File: config.mk
export PLATFORM = sky130hd
export DESIGN_NAME = multiplier_arbiter_flat
export DESIGN_NICKNAME = d
export VERILOG_FILES = /design/src/rtl/multiplier_arbiter_if.sv /design/src/rtl/multiplier_arbiter.sv /design/src/flat_wrapper.sv
export SDC_FILE = /design/constraint.sdc
export NUM_CORES = 1
export LEC_CHECK = 0
export BUFFER_PORTS_ARGS = -buffer_cell sky130_fd_sc_hd__buf_2
export CAP_MARGIN = 10
export CORE_AREA = 2 2 153 155
export DETAILED_ROUTE_END_ITERATION = 6
export DIE_AREA = 0 0 155 157
export SETUP_SLACK_MARGIN = 0.15
export SYNTH_ARGS = -nofsm -noshare
export SYNTH_HDL_FRONTEND = slang
export SYNTH_SLANG_ARGS = --single-unit
export TNS_END_PERCENT = 100
File: constraint.sdc
create_clock -name clk -period 2.36 [get_ports clk]
set_clock_uncertainty 0.2 [all_clocks]
set_input_delay 0.472 -clock clk [delete_from_list [all_inputs] [get_ports clk]]
set_output_delay 0.472 -clock clk [all_outputs]
set_load 0.01 [all_outputs]
File: src/rtl/multiplier_arbiter_if.sv
// Requester, response and multiplier-side signals of multiplier_arbiter.
// The slave modport is the arbiter's view; master is the surrounding environment.
interface multiplier_arbiter_if #(
    parameter int WIDTH = 32
);
    logic                 req0_valid;
    logic                 req0_ready;
    logic [WIDTH-1:0]     req0_a;
    logic [WIDTH-1:0]     req0_b;
    logic                 req1_valid;
    logic                 req1_ready;
    logic [WIDTH-1:0]     req1_a;
    logic [WIDTH-1:0]     req1_b;

    logic                 resp0_valid;
    logic                 resp0_ready;
    logic [2*WIDTH-1:0]   resp0_r;
    logic                 resp1_valid;
    logic                 resp1_ready;
    logic [2*WIDTH-1:0]   resp1_r;

    logic                 mul_valid_in;
    logic [WIDTH-1:0]     mul_a;
    logic [WIDTH-1:0]     mul_b;
    logic                 mul_valid_out;
    logic [2*WIDTH-1:0]   mul_r;

    modport slave (
        input  req0_valid, req0_a, req0_b, req1_valid, req1_a, req1_b,
        input  resp0_ready, resp1_ready, mul_valid_out, mul_r,
        output req0_ready, req1_ready, resp0_valid, resp0_r, resp1_valid, resp1_r,
        output mul_valid_in, mul_a, mul_b
    );

    modport master (
        output req0_valid, req0_a, req0_b, req1_valid, req1_a, req1_b,
        output resp0_ready, resp1_ready, mul_valid_out, mul_r,
        input  req0_ready, req1_ready, resp0_valid, resp0_r, resp1_valid, resp1_r,
        input  mul_valid_in, mul_a, mul_b
    );
endinterface

File: src/rtl/multiplier_arbiter.sv
// Shares one iterative multiplier between two requesters, one operation in flight.
// Define MULTIPLIER_ARBITER_ROUND_ROBIN_EN for round-robin; otherwise requester 0 has fixed priority.
module multiplier_arbiter #(
    parameter int WIDTH = 32
) (
    input  logic                 clk,
    input  logic                 reset,
    multiplier_arbiter_if.slave  bus
);
    typedef enum logic [1:0] {IDLE, ISSUE, BUSY, DONE} state_t;

    state_t               state_reg;
    logic [WIDTH-1:0]     op_a_reg;
    logic [WIDTH-1:0]     op_b_reg;
    logic [2*WIDTH-1:0]   res_reg;
    logic                 owner_reg;
    logic                 grant0;
    logic                 grant1;
    logic                 resp_take;

`ifdef MULTIPLIER_ARBITER_ROUND_ROBIN_EN
    logic                 last_reg;

    // On a tie the requester that was not granted last time wins.
    always_comb begin
        grant0 = 1'b0;
        grant1 = 1'b0;
        if (state_reg == IDLE && !reset) begin
            grant0 = bus.req0_valid && (!bus.req1_valid || last_reg);
            grant1 = bus.req1_valid && (!bus.req0_valid || !last_reg);
        end
    end
`else
    always_comb begin
        grant0 = 1'b0;
        grant1 = 1'b0;
        if (state_reg == IDLE && !reset) begin
            grant0 = bus.req0_valid;
            grant1 = bus.req1_valid && !bus.req0_valid;
        end
    end
`endif

    assign resp_take = owner_reg ? bus.resp1_ready : bus.resp0_ready;

    assign bus.req0_ready   = grant0;
    assign bus.req1_ready   = grant1;
    assign bus.mul_valid_in = (state_reg == ISSUE);
    assign bus.mul_a        = op_a_reg;
    assign bus.mul_b        = op_b_reg;
    assign bus.resp0_valid  = (state_reg == DONE) && !owner_reg;
    assign bus.resp1_valid  = (state_reg == DONE) && owner_reg;
    assign bus.resp0_r      = res_reg;
    assign bus.resp1_r      = res_reg;

    always_ff @(posedge clk) begin
        if (reset) begin
            state_reg <= IDLE;
            op_a_reg  <= '0;
            op_b_reg  <= '0;
            res_reg   <= '0;
            owner_reg <= 1'b0;
`ifdef MULTIPLIER_ARBITER_ROUND_ROBIN_EN
            last_reg  <= 1'b1;
`endif
        end else begin
            case (state_reg)
                IDLE: begin
                    if (grant0 || grant1) begin
                        op_a_reg  <= grant1 ? bus.req1_a : bus.req0_a;
                        op_b_reg  <= grant1 ? bus.req1_b : bus.req0_b;
                        owner_reg <= grant1;
`ifdef MULTIPLIER_ARBITER_ROUND_ROBIN_EN
                        last_reg  <= grant1;
`endif
                        state_reg <= ISSUE;
                    end
                end
                ISSUE: begin
                    state_reg <= BUSY;
                end
                BUSY: begin
                    // Only the first high sample is taken; later cycles of a held strobe fall in DONE.
                    if (bus.mul_valid_out) begin
                        res_reg   <= bus.mul_r;
                        state_reg <= DONE;
                    end
                end
                DONE: begin
                    if (resp_take) begin
                        state_reg <= IDLE;
                    end
                end
                default: begin
                    state_reg <= IDLE;
                end
            endcase
        end
    end
endmodule

File: src/flat_wrapper.sv
// flat-port wrapper written by rule: the top's interface ports become plain ports
module multiplier_arbiter_flat 
#(
    parameter int WIDTH = 32
)
  (clk, reset, bus_req0_valid, bus_req0_a, bus_req0_b, bus_req1_valid, bus_req1_a, bus_req1_b, bus_resp0_ready, bus_resp1_ready, bus_mul_valid_out, bus_mul_r, bus_req0_ready, bus_req1_ready, bus_resp0_valid, bus_resp0_r, bus_resp1_valid, bus_resp1_r, bus_mul_valid_in, bus_mul_a, bus_mul_b);
  multiplier_arbiter_if #(.WIDTH(WIDTH)) bus_i ();
  input  logic clk;
  input  logic reset;
  input wire logic [$bits(bus_i.req0_valid)-1:0] bus_req0_valid;
  input wire logic [$bits(bus_i.req0_a)-1:0] bus_req0_a;
  input wire logic [$bits(bus_i.req0_b)-1:0] bus_req0_b;
  input wire logic [$bits(bus_i.req1_valid)-1:0] bus_req1_valid;
  input wire logic [$bits(bus_i.req1_a)-1:0] bus_req1_a;
  input wire logic [$bits(bus_i.req1_b)-1:0] bus_req1_b;
  input wire logic [$bits(bus_i.resp0_ready)-1:0] bus_resp0_ready;
  input wire logic [$bits(bus_i.resp1_ready)-1:0] bus_resp1_ready;
  input wire logic [$bits(bus_i.mul_valid_out)-1:0] bus_mul_valid_out;
  input wire logic [$bits(bus_i.mul_r)-1:0] bus_mul_r;
  output wire logic [$bits(bus_i.req0_ready)-1:0] bus_req0_ready;
  output wire logic [$bits(bus_i.req1_ready)-1:0] bus_req1_ready;
  output wire logic [$bits(bus_i.resp0_valid)-1:0] bus_resp0_valid;
  output wire logic [$bits(bus_i.resp0_r)-1:0] bus_resp0_r;
  output wire logic [$bits(bus_i.resp1_valid)-1:0] bus_resp1_valid;
  output wire logic [$bits(bus_i.resp1_r)-1:0] bus_resp1_r;
  output wire logic [$bits(bus_i.mul_valid_in)-1:0] bus_mul_valid_in;
  output wire logic [$bits(bus_i.mul_a)-1:0] bus_mul_a;
  output wire logic [$bits(bus_i.mul_b)-1:0] bus_mul_b;
  assign bus_i.req0_valid = bus_req0_valid;
  assign bus_i.req0_a = bus_req0_a;
  assign bus_i.req0_b = bus_req0_b;
  assign bus_i.req1_valid = bus_req1_valid;
  assign bus_i.req1_a = bus_req1_a;
  assign bus_i.req1_b = bus_req1_b;
  assign bus_i.resp0_ready = bus_resp0_ready;
  assign bus_i.resp1_ready = bus_resp1_ready;
  assign bus_i.mul_valid_out = bus_mul_valid_out;
  assign bus_i.mul_r = bus_mul_r;
  assign bus_req0_ready = bus_i.req0_ready;
  assign bus_req1_ready = bus_i.req1_ready;
  assign bus_resp0_valid = bus_i.resp0_valid;
  assign bus_resp0_r = bus_i.resp0_r;
  assign bus_resp1_valid = bus_i.resp1_valid;
  assign bus_resp1_r = bus_i.resp1_r;
  assign bus_mul_valid_in = bus_i.mul_valid_in;
  assign bus_mul_a = bus_i.mul_a;
  assign bus_mul_b = bus_i.mul_b;
  multiplier_arbiter #(.WIDTH(WIDTH)) u_core (.clk(clk), .reset(reset), .bus(bus_i));
endmodule
==> out/metrics.cfg <==
[layout]
area_growth_syn_to_layout_pct = 41.0
antenna_cells = 0
fin_area_sq_um = 8260
final_nets = 1182
largest_reg_flops = 64
layoutNonFillerInstCount = 1276
drive_gt1_share_pct = 46.3

[global_route]
grt_usage_pct = 15.3
antenna_found_initial = 1
grt_pass1_wl_um = 28900
grt_pass1_vias = 5169
grt_max_degree = 65
overflow = 0

[synthesis]
syn_inst = 664
async_flop_share_pct = 0
synth-seq-area-share_pct = 44.8
synth-edff-count = 0
synth_cell_type_count = 20
synth_area_sq_um = 5860
synth_top_area_cell = dfxtp_1
synth_common_cells = dfxtp_1, nand2_1, a21oi_1, buf_4, mux2i_1
ys.warnings.count = 0
synth_top_area_share_pct = 44.8
ys_seq_elements = 131
synth_area_leaders = dfxtp_1, mux2i_1, a21oi_1
synth.most_common_cell = dfxtp_1
synth_nets = 868
ys.flop_type = dfxtp_1
syn_avg_cell_area_sq_um = 8.82

[route]
first_iter_violations = 256
wl_um = 19700
dr.pass1.iters = 5
route.detailed.drc = 0
post_drt_via_cell_ratio = 4.48
drtAntennaViolNets = 0
detail_route.wl_per_cell_um = 15.4
via_count = 5716

[clock_network]
clock_latency_ns = 0.40
clock-sinks = 131
cts_hold_buffers = 0
cts_tree = done
cts-root-buf = clkbuf_16
cts_buffers = 17
ctsLongestPathBuffers = 2
cts_max_level = 4
clk_pin_slew_ns = 0.06

[timing]
worst_pin_slew_ns = 0.725
hold_viol_final = 0
setup_tns_ns = 0
period_share_pct = 89.1
setup_viol = 0
relSlewSlack_pct = 51.7
fin_crit_ns = 2.10
drv_slew = 0
hold_slack_ns = 0.0950
rsz0062_at_grt = no
fmax_mhz = 476

[placed_design]
hpwl_um = 14400
dp.cells = 1241
io_buffers = 395
dpl-instance-area_sq_um = 7620
gp_congestion = 0.739

[pwr]
ir_worst_vdd_uv = 375
p_per_area_nw_per_um2 = 953
p_leak_nw = 3.86

[die]
pin_count = 396
die_height_um = 157
initial_core_util_pct = 26.0
coreArea_sq_um = 22500
die_x_um = 155
dieArea_sq_um = 24300
fp-row-count = 55

[setup_path]
end_kind = output pin
crit_start = u_core.state_reg[0]$_SDFFE_PP0P_
crit_fanout = 4
timing.critical_path.from_type = register
rr_startpoint = u_core.state_reg[1]$_SDFFE_PP0P_
crit_path_max_incr_delay_ns = 0.36
cpMaxStageDelayCell = dfxtp_2
path_cells = inv_2, ha_4, nor2b_4, and2_4, buf_2
required_ns = 1.69
arrival_ns = 1.43
critical_path_class = register to output pin

[worst_hold_path]
hold_path.class = input pin to register
min_from = bus_mul_r[47]

[run_status]
run_status = complete, no violations

[run]
maxCapViolCount = 0

## critical path, delay by kind of cell, from the launching register on
family	cells	cell delay [ns]
buffers and inverters	2	0.22
flip-flops	1	0.36
adder cells (fa/ha/maj)	1	0.17
AND/OR/NAND/NOR	2	0.28
## cells by family (layout without fill, tap and decap cells)
group	count (synthesis)	in the layout	share of synthesized area, %
AO/OA/AOI/OAI	196	196	19.7
adder cells (fa/ha/maj)	5	5	1.07
buffers and inverters	123	450	13.3
flip-flops	131	131	44.8
multiplexers	67	67	11.4
AND/OR/NAND/NOR	142	142	9.76
## final timing paths
kind / end / slack, ns / depth (start not counted)
min reg2reg: u_core.bus.resp0_r[33]$_SDFFE_PP0P_ / 0.26 / 2
max reg2reg: u_core.bus.mul_a[3]$_SDFFE_PP0P_ / 0.30 / 8
max: bus_req0_ready / 0.26 / 5
min: u_core.bus.resp0_r[47]$_SDFFE_PP0P_ / 0.1 / 3
## cell type report
| class | count | area (sq um) |
|---|---|---|
| clock inverters | 12 | 120 |
| flip-flops and latches | 131 | 2630 |
| clock buffers | 20 | 457 |
| repair buffers | 416 | 2200 |
| inverters | 2 | 7.51 |
| fillers | 2346 | 14200 |
| multi-input cells | 410 | 2490 |
| well taps | 285 | 357 |
## report_power, final
| group | total [mW] | switching [mW] | internal (mW) |
|---|---|---|---|
| combinational | 2.44 | 1.39 | 1.05 |
| sequential | 2.85 | 0.234 | 2.62 |
| clock | 2.58 | 1.05 | 1.53 |
## metrics by stage
| step | util (%) | setup slack [ns] | power [mW] |
|---|---|---|---|
| 6_report | 36.7 | 0.258 | 7.87 |
| 5_1_grt | 36.7 | 0.181 | 8.37 |
| 4_1_cts | 36.7 | 0.154 | 8.00 |
| 3_5_place_dp | 33.9 | 0.146 | 5.32 |
| 3_3_place_gp | 33.9 | 0.175 | 5.30 |
| 2_1_floorplan | - | 0.429 | 4.40 |
## layout by cell type (no fill, tap or decap), types with 2 or more instances in the layout
master / instances
ha_1: 4
nand2_1: 128
nand2b_1: 4
clkbuf_8: 2
buf_4: 16
dfxtp_1: 129
inv_6: 4
a211oi_1: 64
mux2i_1: 67
nor2b_1: 2
buf_12: 5
o21bai_1: 3
a21oi_1: 128
buf_2: 394
and2_4: 2
clkbuf_16: 17
clkinv_4: 4
inv_2: 2
clkinvlp_4: 2
dfxtp_2: 2
## what timing repair did
item                       CTS  global route
setup endpoints to repair    2            30
resized for setup            4             5
hold endpoints to repair     0             0
pin swaps                    2             0
setup buffers                3             0
## per-layer routing
layer	vias up	share of wire [%]	track usage (%)
met2	273	51	27.0
met4	2	0.79	4.23
li1	2868	-	-
met1	2565	39	17.1
met5	-	0.061	0
met3	8	9.2	6.11
No activity file was read; power rests on OpenSTA's default activity.
